<file path="config.mk">
export PLATFORM = sky130hd
export DESIGN_NAME = alu_operand_loader_flat
export DESIGN_NICKNAME = d
export VERILOG_FILES = /design/src/rtl/alu_operand_loader_if.sv /design/src/rtl/alu_operand_loader.sv /design/src/flat_wrapper.sv
export SDC_FILE = /design/constraint.sdc
export NUM_CORES = 1
export LEC_CHECK = 0
export CAP_MARGIN = 25
export CORE_MARGIN = 3
export CORE_UTILIZATION = 44
export CTS_CLUSTER_SIZE = 40
export DETAILED_ROUTE_END_ITERATION = 10
export PLACE_DENSITY = 0.73
export SYNTH_ARGS = -nofsm -noshare
export SYNTH_HDL_FRONTEND = slang
export SYNTH_SLANG_ARGS = --single-unit
</file>
<file path="constraint.sdc">
create_clock -name clock -period 1.65 [get_ports clock]
set_input_delay 0.33 -clock clock [delete_from_list [all_inputs] [get_ports clock]]
set_output_delay 0.33 -clock clock [all_outputs]
set_load 0.02 [all_outputs]
</file>
<file path="src/rtl/alu_operand_loader_if.sv">
// Byte-in / operand-out bundle between the serial receiver, the loader and the ALU.
interface alu_operand_loader_if #(
  parameter int unsigned N_BITS = 6
);
  logic [7:0]        i_data;
  logic              i_valid;
  logic              i_ack;
  logic [N_BITS-1:0] o_a;
  logic [N_BITS-1:0] o_b;
  logic [N_BITS-1:0] o_op;
  logic              o_valid;
  logic              o_err;
  logic [1:0]        o_err_code;
  logic              o_busy;

  modport master (
    output i_data, i_valid, i_ack,
    input  o_a, o_b, o_op, o_valid, o_err, o_err_code, o_busy
  );

  modport slave (
    input  i_data, i_valid, i_ack,
    output o_a, o_b, o_op, o_valid, o_err, o_err_code, o_busy
  );
endinterface

</file>
<file path="src/rtl/alu_operand_loader.sv">
// Collects A, B, OP bytes into one operand set for the ALU, held until acknowledged.
// Rejects illegal opcodes, aborts stalled frames and flags bytes dropped while holding.
module alu_operand_loader #(
  parameter int unsigned N_BITS  = 6,
  parameter int unsigned TIMEOUT = 1000
) (
  input logic                 clock,
  input logic                 reset,
  alu_operand_loader_if.slave bus
);

  localparam int unsigned CntW = (TIMEOUT > 2) ? $clog2(TIMEOUT) : 1;

  localparam logic [1:0] ErrOpcode  = 2'b01;
  localparam logic [1:0] ErrTimeout = 2'b10;
  localparam logic [1:0] ErrOverrun = 2'b11;

  typedef enum logic [1:0] {StWaitA, StWaitB, StWaitOp, StHold} state_e;

  state_e            state_q, state_d;
  logic [N_BITS-1:0] shadow_a_q, shadow_a_d;
  logic [N_BITS-1:0] shadow_b_q, shadow_b_d;
  logic [CntW-1:0]   idle_cnt_q, idle_cnt_d;
  logic [N_BITS-1:0] a_q, a_d;
  logic [N_BITS-1:0] b_q, b_d;
  logic [N_BITS-1:0] op_q, op_d;
  logic              valid_q, valid_d;
  logic              err_q, err_d;
  logic [1:0]        err_code_q, err_code_d;
  logic              busy_q, busy_d;

  logic [N_BITS-1:0] in_byte;
  logic              op_legal;
  logic              idle_expired;
  logic              unused_data;

  assign in_byte     = bus.i_data[N_BITS-1:0];
  assign unused_data = ^bus.i_data;

  // Opcodes are defined as 6-bit codes; narrower or wider operands use their low N_BITS.
  assign op_legal = in_byte inside {N_BITS'(6'b100000), N_BITS'(6'b100010),
                                    N_BITS'(6'b100100), N_BITS'(6'b100101),
                                    N_BITS'(6'b100110), N_BITS'(6'b100111),
                                    N_BITS'(6'b000011), N_BITS'(6'b000010)};

  assign idle_expired = (idle_cnt_q == CntW'(TIMEOUT - 1));

  always_comb begin
    state_d    = state_q;
    shadow_a_d = shadow_a_q;
    shadow_b_d = shadow_b_q;
    idle_cnt_d = '0;
    a_d        = a_q;
    b_d        = b_q;
    op_d       = op_q;
    valid_d    = valid_q;
    err_d      = 1'b0;
    err_code_d = err_code_q;

    unique case (state_q)
      StWaitA: begin
        if (bus.i_valid) begin
          shadow_a_d = in_byte;
          state_d    = StWaitB;
        end
      end

      StWaitB: begin
        if (bus.i_valid) begin
          shadow_b_d = in_byte;
          state_d    = StWaitOp;
        end else if (idle_expired) begin
          err_d      = 1'b1;
          err_code_d = ErrTimeout;
          shadow_a_d = '0;
          shadow_b_d = '0;
          state_d    = StWaitA;
        end else begin
          idle_cnt_d = idle_cnt_q + CntW'(1);
        end
      end

      StWaitOp: begin
        if (bus.i_valid) begin
          if (op_legal) begin
            a_d     = shadow_a_q;
            b_d     = shadow_b_q;
            op_d    = in_byte;
            valid_d = 1'b1;
            state_d = StHold;
          end else begin
            err_d      = 1'b1;
            err_code_d = ErrOpcode;
            state_d    = StWaitA;
          end
        end else if (idle_expired) begin
          err_d      = 1'b1;
          err_code_d = ErrTimeout;
          shadow_a_d = '0;
          shadow_b_d = '0;
          state_d    = StWaitA;
        end else begin
          idle_cnt_d = idle_cnt_q + CntW'(1);
        end
      end

      StHold: begin
        if (bus.i_ack) begin
          valid_d = 1'b0;
          // A byte arriving with the ack starts the next frame immediately.
          if (bus.i_valid) begin
            shadow_a_d = in_byte;
            state_d    = StWaitB;
          end else begin
            state_d = StWaitA;
          end
        end else if (bus.i_valid) begin
          err_d      = 1'b1;
          err_code_d = ErrOverrun;
        end
      end

      default: state_d = StWaitA;
    endcase

    busy_d = (state_d == StWaitB) || (state_d == StWaitOp);
  end

  always_ff @(posedge clock) begin
    if (reset) begin
      state_q    <= StWaitA;
      shadow_a_q <= '0;
      shadow_b_q <= '0;
      idle_cnt_q <= '0;
      a_q        <= '0;
      b_q        <= '0;
      op_q       <= '0;
      valid_q    <= 1'b0;
      err_q      <= 1'b0;
      err_code_q <= 2'b00;
      busy_q     <= 1'b0;
    end else begin
      state_q    <= state_d;
      shadow_a_q <= shadow_a_d;
      shadow_b_q <= shadow_b_d;
      idle_cnt_q <= idle_cnt_d;
      a_q        <= a_d;
      b_q        <= b_d;
      op_q       <= op_d;
      valid_q    <= valid_d;
      err_q      <= err_d;
      err_code_q <= err_code_d;
      busy_q     <= busy_d;
    end
  end

  assign bus.o_a        = a_q;
  assign bus.o_b        = b_q;
  assign bus.o_op       = op_q;
  assign bus.o_valid    = valid_q;
  assign bus.o_err      = err_q;
  assign bus.o_err_code = err_code_q;
  assign bus.o_busy     = busy_q;

endmodule
</file>
<file path="src/flat_wrapper.sv">
// flat-port wrapper written by rule: the top's interface ports become plain ports
module alu_operand_loader_flat 
#(
  parameter int unsigned N_BITS  = 6,
  parameter int unsigned TIMEOUT = 1000
)
  (clock, reset, bus_i_data, bus_i_valid, bus_i_ack, bus_o_a, bus_o_b, bus_o_op, bus_o_valid, bus_o_err, bus_o_err_code, bus_o_busy);
  alu_operand_loader_if #(.N_BITS(N_BITS)) bus_i ();
  input logic clock;
  input logic reset;
  input wire logic [$bits(bus_i.i_data)-1:0] bus_i_data;
  input wire logic [$bits(bus_i.i_valid)-1:0] bus_i_valid;
  input wire logic [$bits(bus_i.i_ack)-1:0] bus_i_ack;
  output wire logic [$bits(bus_i.o_a)-1:0] bus_o_a;
  output wire logic [$bits(bus_i.o_b)-1:0] bus_o_b;
  output wire logic [$bits(bus_i.o_op)-1:0] bus_o_op;
  output wire logic [$bits(bus_i.o_valid)-1:0] bus_o_valid;
  output wire logic [$bits(bus_i.o_err)-1:0] bus_o_err;
  output wire logic [$bits(bus_i.o_err_code)-1:0] bus_o_err_code;
  output wire logic [$bits(bus_i.o_busy)-1:0] bus_o_busy;
  assign bus_i.i_data = bus_i_data;
  assign bus_i.i_valid = bus_i_valid;
  assign bus_i.i_ack = bus_i_ack;
  assign bus_o_a = bus_i.o_a;
  assign bus_o_b = bus_i.o_b;
  assign bus_o_op = bus_i.o_op;
  assign bus_o_valid = bus_i.o_valid;
  assign bus_o_err = bus_i.o_err;
  assign bus_o_err_code = bus_i.o_err_code;
  assign bus_o_busy = bus_i.o_busy;
  alu_operand_loader #(.N_BITS(N_BITS), .TIMEOUT(TIMEOUT)) u_core (.clock(clock), .reset(reset), .bus(bus_i));
endmodule
</file>
# [After elaboration in Yosys (flattened, before gate mapping)]
# Cells that the tools add are included.
[op_classes] add_sub_neg=1 reduce_logical=13 n_eq_ne=24 n_bitwise=1 mux=35
[op_table] operator="2-to-1 mux 6 bit" n=7
[op_table] operator="== test 6 bit (second input constant)" n=6
[op_table] operator="2-to-1 mux 2 bit" n=12
[op_table] operator="case mux 6 bit (3 select lines)" n=1
[op_table] operator="!= test 2 bit (second input constant)" n=7
[op_table] operator="== test 6 x 2 -> 1 bit (second input constant)" n=2
[op_table] operator="case mux 6 bit (2 select lines)" n=1
[op_table] operator="adder 10 x 1 -> 10 bit (second input constant)" n=1
[op_table] operator="== test 10 bit (second input constant)" n=1
[op_table] operator="2-to-1 mux 1 bit" n=10
[op_table] operator="case mux 2 bit (4 select lines)" n=1
[op_table] operator="nonzero test 8 bit" n=1
[op_table] operator="== test 2 bit (second input constant)" n=3
[op_table] operator="case mux 2 bit (3 select lines)" n=1
[op_table] operator="AND reduction 3 bit" n=2
[op_table] operator="AND reduction 5 bit" n=1
[op_table] operator="== test 2 x 1 -> 1 bit (second input constant)" n=2
[op_table] operator="!= test 2 x 1 -> 1 bit (second input constant)" n=2
[op_table] operator="AND reduction 4 bit" n=1
[op_table] operator="nonzero test 2 bit" n=2
[op_table] operator="OR reduction 4 bit" n=1
[op_table] operator="!= test 3 bit (second input constant)" n=1
[op_table] operator="case mux 1 bit (3 select lines)" n=1
[op_table] operator="nonzero test 3 bit" n=1
[op_table] operator="other kinds (6)" n=6
[word_totals] wordCells=85 output_inout_bits=23 register_bits=47

# [Depth between registers and ports, before layout]
# Gate-level depths: netlist (run 1).
[logic_depth] word_depth=7 ltp_mapped=9 mapped_depth_nobuf=8

# [Worst setup path after synthesis (run 1)]
# No wires, ideal clock.
[synth_path] kind="flip-flop to flip-flop" from="reg u_core.idle_cnt_q[0]" to="reg u_core.busy_q (netlist: u_core.bus.o_busy)" t_arrival_ps=1637 stages_incl_launch_ff=8 path_slack_ps=-114 n_path_buf=0 synth_period_minus_slack_ps=1764 path_cell_list="dfxtp_1 > ha_1 > nand4_2 > nor4_4 > o21ai_1 > a221oi_2 > xnor2_1 > nor2_1"
[synth_between] elab_chain_len=6 word_cells_on_any_way=8
[synth_rtl] item="start: declaration" line="alu_operand_loader.sv:23" text="logic [CntW-1:0] idle_cnt_q, idle_cnt_d;"
[synth_rtl] item="start signal: assignment" line="alu_operand_loader.sv:146" text="idle_cnt_q <= idle_cnt_d;"
[synth_rtl] item="== test 10 bit (*)" line="alu_operand_loader.sv:46" text="assign idle_expired = (idle_cnt_q == CntW'(TIMEOUT - 1));"
[synth_rtl] item="2-to-1 mux 2 bit (*)" line="alu_operand_loader.sv:72, alu_operand_loader.sv:96"
[synth_rtl] item="2-to-1 mux 2 bit (on tied branches)" line="alu_operand_loader.sv:84, alu_operand_loader.sv:69"
[synth_rtl] item="case mux 2 bit (4 select lines) (*)" line="alu_operand_loader.sv:60" text="unique case (state_q)"
[synth_rtl] item="== test 2 x 1 -> 1 bit or == test 2 bit (tied branches)" line="alu_operand_loader.sv:126" text="busy_d = (state_d == StWaitB) || (state_d == StWaitOp);"
[synth_rtl] item="logical OR 1 bit (*)" line="alu_operand_loader.sv:126"
[synth_rtl] item="end signal: assignment" line="alu_operand_loader.sv:153" text="busy_q <= busy_d;"
[synth_rtl] item="end: declaration" line="alu_operand_loader.sv:30" text="logic busy_q, busy_d;"
# Mark *: on every way between the ends. The rest lies on a longest branch, timed or not.
# A chain may end at the register's enable or synchronous reset.

# [Final worst setup path (run 1)]
[layout_path] from="reg u_core.state_q[1]" to="reg u_core.busy_q (netlist: u_core.bus.o_busy)"
[layout_between] elab_chain_len=5 word_cells_on_any_way=13
[layout_rtl] item="start: declaration" line="alu_operand_loader.sv:20" text="state_e state_q, state_d;"
[layout_rtl] item="start signal: assignment" line="alu_operand_loader.sv:131" text="state_q <= StWaitA;"
[layout_rtl] item="start signal: assignment" line="alu_operand_loader.sv:143" text="state_q <= state_d;"
[layout_rtl] item="2-to-1 mux 2 bit" line="alu_operand_loader.sv:72, alu_operand_loader.sv:96"
[layout_rtl] item="2-to-1 mux 2 bit (on tied branches)" line="alu_operand_loader.sv:84, alu_operand_loader.sv:69"
[layout_rtl] item="case mux 2 bit (4 select lines) (*)" line="alu_operand_loader.sv:60"
[layout_rtl] item="== test 2 x 1 -> 1 bit or == test 2 bit (tied branches)" line="alu_operand_loader.sv:126"
[layout_rtl] item="logical OR 1 bit (*)" line="alu_operand_loader.sv:126"
# Marks and branches as above.

==> impl_metrics.env, run 1 <==
export IMPL_die_w_microns=71.7
export IMPL_final_cells=343
export IMPL_grt_use_total_pct=19.9
export IMPL_final_layout_size_suffix_gt1_share_pct=28.3
export IMPL_grt_first_pass_wirelength_microns=8000
export IMPL_synth_cells=211
export IMPL_drv_cap=0
export IMPL_worstPathRequired_ns=1.86
export IMPL_worstHoldStart="u_core.bus.o_op[0]"
export IMPL_vias=1770
export IMPL_critical_path_class="reg2reg"
export IMPL_syn_area_per_cell_sq_um=9.00
export IMPL_clock_power_share_pct=38.5
export IMPL_drc=0
export IMPL_netlist_top_cells_count="dfxtp_1, nand2_1, a21oi_1, nor2_1, a22o_1"
export IMPL_start_kind="flop"
export IMPL_clock_sinks=47
export IMPL_clock_tree_root_cell="clkbuf_8"
export IMPL_nets=310
export IMPL_max_slew_margin_rel_pct=79.1
export IMPL_clockBufferDepth=2
export IMPL_fillers=342
export IMPL_final_cell_area_sq_um=2820
export IMPL_regToRegEndpoint="u_core.bus.o_busy"
export IMPL_hp_class="reg2reg"
export IMPL_fin_ws_ns=-0.0436
export IMPL_hold_viol_final=0
export IMPL_grt_antenna_before_repair=0
export IMPL_wirelength_microns=4890
export IMPL_async_reset_ff_share_pct=0
export IMPL_yosysSeqAreaShare_pct=49.5
export IMPL_tritoncts="yes"
export IMPL_start_util_pct=46.5
export IMPL_synth_area_sq_um=1900
export IMPL_finalCriticalPeriod_ns=1.69
export IMPL_fp_dieH_microns=71.7
export IMPL_wire_per_inst_microns=14.3
export IMPL_tightest_slew_ns=0.311
export IMPL_fin_crit_sh_pct=103
export IMPL_p_int_mw=1.79
export IMPL_core_sq_um=4090
export IMPL_synth_edf_count=0
export IMPL_power_density_nw_per_um2=827
export IMPL_r2r_cells=7
export IMPL_gr_total_overflow=0
export IMPL_synth_cell_types=34
export IMPL_antenna_cells=0
export IMPL_crit_fanout=5
export IMPL_syn_nets=229
export IMPL_sw_frac_of_total_pct=23.3
export IMPL_die_area_sq_um=5140
export IMPL_synth_top_area_share_pct=49.5
export IMPL_cp_end_kind="flop"
export IMPL_holdBufCountCts=0
export IMPL_postRouteAntennaNets=0
export IMPL_ir_worst_vdd_mv=0.620
export IMPL_violations="negative setup slack"
export IMPL_cts_buffers=5
export IMPL_via_per_inst=5.16
export IMPL_synth_area_leaders="dfxtp_1, nand2_1, a22o_1"
export IMPL_dp_cells=330
export IMPL_synth_ff_type="dfxtp_1"
export IMPL_finish_utilization_pct=69.1
export IMPL_finalSetupViolations=2
export IMPL_p_leak_nw=1.10
export IMPL_grt_max_degree=20
export IMPL_whs_endpoint="u_core.bus.o_op[0]"
export IMPL_reg2reg_slack_ns=-0.04
export IMPL_yosysWarnings=0
export IMPL_fmax_mhz=590
export IMPL_multi_input_area_sq_um=977
export IMPL_rows=23
export IMPL_synth_most_common_cell="dfxtp_1"
export IMPL_place_ws_ns=-0.407
export IMPL_drt_iter0_markers=79
export IMPL_portBuffers=32
export IMPL_r2r_start="u_core.state_q[1]"
export IMPL_rsz0062_at_grt="yes"
export IMPL_synth_top_area_cell="dfxtp_1"
export IMPL_ff_latch_area_sq_um=948
export IMPL_hpwlAfterDp_microns=3330
export IMPL_p_comb_share_pct=11.0
export IMPL_clk_latency_ns=0.31
export IMPL_placed_cell_area_sq_um=2590
export IMPL_status="complete, but fails checks"
export IMPL_synth_seq_cells=47
export IMPL_cts_max_level=2
export IMPL_arrival_ns=1.90
export IMPL_finClkSkew_ns=0.00864
export IMPL_power_switching_mw=0.543
export IMPL_whs_ns=0.459
export IMPL_syn2layout_area_growth_pct=48.7
export IMPL_drv_slew=0
export IMPL_place_congestion=0.864
export IMPL_grt_pass1_vias=1748
export IMPL_clkSlewWorstSetupHoldPaths_ns=0.09
export IMPL_whs_path_depth=2
export IMPL_drt_pass1_iter_count=4
export IMPL_pwr_share_seq_pct=50.5
export IMPL_pin_count=35
-- cell families after synthesis --
| family | count (synthesis) | synth area share, % |
|---|---|---|
| xor+xnor | 9 | 4.15 |
| compound gates | 51 | 18.0 |
| fa+ha+maj | 6 | 3.95 |
| simple gates | 83 | 21.3 |
| flops | 47 | 49.5 |
| buf+inv | 15 | 3.10 |
-- timing repair --
action,in CTS,in global routing
setup endpoints to repair,8,32
gates cloned,0,1
pin swaps,6,2
resized for setup,13,16
setup buffers,1,3
-- power groups by stage --
stage | sequential, mW | clock (mW) | combinational (mW)
CTS | 1.18 | 0.917 | 0.249
global placement | 1.20 | 0 | 0.239
finish | 1.18 | 0.899 | 0.258
floorplan | 1.20 | 0 | 0.111
global route | 1.18 | 0.963 | 0.280
detailed placement | 1.20 | 0 | 0.243
-- how the worst max path moves through the flow --
stage / start / cells after the start / slack, ns / to
2_1_floorplan: u_core.state_q[0] / 8 / 0.02 / u_core.bus.o_busy
3_3_place_gp: bus_i_data[2] / 7 / -0.36 / u_core.bus.o_busy
3_5_place_dp: bus_i_data[2] / 7 / -0.41 / u_core.bus.o_busy
4_1_cts: bus_i_valid / 6 / -0.02 / u_core.bus.o_err_code[1]
5_1_grt: u_core.state_q[1] / 7 / -0.11 / u_core.bus.o_busy
6_report: u_core.state_q[1] / 7 / -0.04 / u_core.bus.o_busy
-- flip-flops by register name (all words and copies together) (netlist names) --
| name | flops |
|---|---|
| u_core.state_q | 2 |
| u_core.bus.o_op | 6 |
| u_core.bus.o_err | 1 |
| u_core.bus.o_err_code | 2 |
| u_core.shadow_b_q | 6 |
| u_core.bus.o_valid | 1 |
| u_core.bus.o_busy | 1 |
| u_core.bus.o_b | 6 |
| u_core.idle_cnt_q | 10 |
| u_core.shadow_a_q | 6 |
| u_core.bus.o_a | 6 |
-- layout make-up --
class	instances	share of cell area, %
timing repair buffer	80	24.1
tap	50	2.22
clock buffer	6	2.92
sequential	47	33.6
multi-input combinational	149	34.6
clock inverter	2	1.37
inverter	9	1.20
-- through the flow --
step                      setup TNS, ns  power (mW)
after floorplan                       0        1.31
after global placement            -8.52        1.44
after detailed placement          -9.21        1.45
after CTS                       -0.0470        2.34
after global routing             -0.718        2.43
final                           -0.0637        2.34
-- metal layers --
layer,track usage [%],share of wire [%]
met5,0,0
met3,4.63,5.6
met2,31.7,49
met4,8.35,1.6
met1,25.9,44
-- layout by cell type, fill, tap and decap left out, types with 3 or more instances in the layout --
cell type / count
a21oi_1: 22
a22o_1: 13
buf_4: 47
clkbuf_8: 6
clkdlybuf4s50_1: 29
dfxtp_1: 43
dfxtp_2: 3
dlygate4sd2_1: 3
ha_2: 3
inv_1: 7
nand2_1: 36
nand3_1: 6
nor2_1: 22
o21ai_0: 5
xnor2_1: 4
xor2_1: 5
-- critical path: stages, from the launching register on --
cell and delay [ns]:
dfxtp_4 0.37, ha_2 0.21, nor2b_1 0.15, o21ai_0 0.15
o21ai_0 0.16, a311oi_2 0.34, xnor2_1 0.16, nor2_1 0.05
Note: power is estimated with default switching activity, not from simulation.
==> run 2: changes to the inputs <==
CTS_CLUSTER_DIAMETER = 30   (was not set)
==> results of run 2 <==
Final layout, timing and power as in run 1 (identical DEF).
==> run 3: changes to the inputs <==
SKIP_CTS_REPAIR_TIMING = 1   (was not set)
==> run 3 against run 2 <==
Against the previous run:
- the flow still finishes with violations (negative setup slack)
- wire length grew 0.59%
- fmax is 3.0% lower
- via count down 0.11%
- cell count decreased by 0.29%
- critical path depth stayed put
- utilization increased by 0.55 points
- worst setup slack lost 0.053 ns
- combinational power grew 4%
==> impl_metrics.env, run 3 (synthesis gave the netlist of run 1 again) <==
export IMPL_hpwlAfterDp_microns=3330
export IMPL_start_kind="flop"
export IMPL_fin_setup_tns_ns=-0.161
export IMPL_wirelength_microns=4920
export IMPL_hp_class="in2reg"
export IMPL_grt_antenna_before_repair=0
export IMPL_drv_slew=0
export IMPL_finalCriticalPeriod_ns=1.75
export IMPL_tritoncts="yes"
export IMPL_p_int_mw=1.80
export IMPL_portBuffers=32
export IMPL_crit_fanout=5
export IMPL_pin_count=35
export IMPL_fillers=333
export IMPL_tightest_slew_ns=0.329
export IMPL_wire_per_inst_microns=14.4
export IMPL_layout_common_cells="buf_4, dfxtp_1, nand2_1"
export IMPL_grt_use_total_pct=19.9
export IMPL_nets=309
export IMPL_via_per_inst=5.17
export IMPL_final_common_cell="buf_4"
export IMPL_clkSlewWorstSetupHoldPaths_ns=0.09
export IMPL_worstPathRequired_ns=1.86
export IMPL_place_congestion=0.864
export IMPL_grt_pass1_vias=1734
export IMPL_cts_buffers=5
export IMPL_power_density_nw_per_um2=825
export IMPL_max_slew_margin_rel_pct=78.0
export IMPL_fmax_mhz=573
export IMPL_fp_dieH_microns=71.7
export IMPL_cts_max_level=2
export IMPL_drt_iter0_markers=75
export IMPL_gr_total_overflow=0
export IMPL_hold_viol_final=0
export IMPL_clock_power_share_pct=38.3
export IMPL_status="complete, but fails checks"
export IMPL_power_switching_mw=0.550
export IMPL_critical_path_class="reg2reg"
export IMPL_pwr_share_seq_pct=50.2
export IMPL_postRouteAntennaNets=0
export IMPL_clock_sinks=47
export IMPL_syn2layout_area_growth_pct=49.9
export IMPL_final_layout_size_suffix_gt1_share_pct=27.7
export IMPL_drt_pass1_iter_count=4
export IMPL_drc=0
export IMPL_clk_latency_ns=0.31
export IMPL_whs_ns=0.408
export IMPL_drv_cap=0
export IMPL_finClkSkew_ns=0.00839
export IMPL_grt_first_pass_wirelength_microns=7970
export IMPL_rsz0062_at_grt="yes"
export IMPL_cp_end_kind="flop"
export IMPL_largest_reg_flops=10
export IMPL_p_comb_share_pct=11.5
export IMPL_die_w_microns=71.7
export IMPL_largest_register="u_core.idle_cnt_q"
export IMPL_antenna_cells=0
export IMPL_clockBufferDepth=2
export IMPL_finalSetupViolations=3
export IMPL_fin_ws_ns=-0.0964
export IMPL_vias=1768
export IMPL_clock_tree_root_cell="clkbuf_8"
export IMPL_violations="negative setup slack"
export IMPL_arrival_ns=1.95
export IMPL_rows=23
export IMPL_ir_worst_vdd_mv=0.618
export IMPL_start_util_pct=46.5
export IMPL_p_leak_nw=1.10
export IMPL_grt_max_degree=20
export IMPL_die_area_sq_um=5140
export IMPL_sw_frac_of_total_pct=23.4
export IMPL_fin_crit_sh_pct=106
export IMPL_core_sq_um=4090
run 3: cell types whose count changed in the layout (fill, tap and decap cells not counted), moves of 2 or more:
cell / previous run / this run
buf_4: 47 / 45
ha_2: 3 / 0
dlygate4sd2_1: 3 / 0
ha_1: 1 / 4
clkdlybuf4s50_1: 29 / 31
run 3: worst paths after layout:
kind	start	cells past startpoint	slack, ns	endpoint
hold / removal	bus_i_data[2]	3	0.41	u_core.shadow_a_q[2]
setup / recovery	u_core.state_q[1]	7	-0.1	u_core.bus.o_busy
hold reg to reg	u_core.bus.o_b[1]	2	0.46	u_core.bus.o_b[1]
setup reg to reg	u_core.state_q[1]	7	-0.1	u_core.bus.o_busy
run 3: metal layers:
layer / up-vias / share of wire, % / wire [microns] / track usage [%]
met3: 7 / 3.9 / 192 / 4.63
li1: 891 / - / - / -
met2: 44 / 48 / 2370 / 31.5
met4: 0 / 1.7 / 82 / 8.35
met5: - / 0 / 0 / 0
met1: 826 / 46 / 2280 / 26.0
run 3: layout make-up:
cell class	count	area, sq um	share of cell area [%]
flip-flops and latches	47	946	33.2
repair buffers	79	683	24.0
inverters	9	33.8	1.19
clock buffers	6	82.6	2.90
well taps	50	62.6	2.20
clock inverters	2	38.8	1.36
multi-input cells	149	1000	35.1
run 3: power by group through the flow:
stage          clock [mW]  sequential (mW)  combinational (mW)
3_5_place_dp            0             1.20               0.243
6_report            0.899             1.18               0.269
3_3_place_gp            0             1.20               0.239
4_1_cts             0.917             1.18               0.246
2_1_floorplan           0             1.20               0.111
5_1_grt             0.963             1.18               0.291
run 3: critical path, stage by stage, from the launching register on:
cell and delay [ns]:
dfxtp_2 0.36, ha_1 0.25, nor2b_1 0.17, o21ai_0 0.15
o21ai_0 0.16, a311oi_2 0.34, xnor2_1 0.16, nor2_1 0.06
run 3: through the flow:
| step | setup WS [ns] | instances | util, % | instance area, sq um | power (mW) |
|---|---|---|---|---|---|
| after floorplan | 0.0159 | 211 | - | 1910 | 1.31 |
| after global placement | -0.365 | 330 | 63.3 | 2590 | 1.44 |
| after detailed placement | -0.407 | 330 | 63.3 | 2590 | 1.45 |
| after CTS | -0.139 | 338 | 66.3 | 2710 | 2.34 |
| after global routing | -0.179 | 342 | 69.7 | 2850 | 2.44 |
| final | -0.0964 | 342 | 69.7 | 2850 | 2.35 |
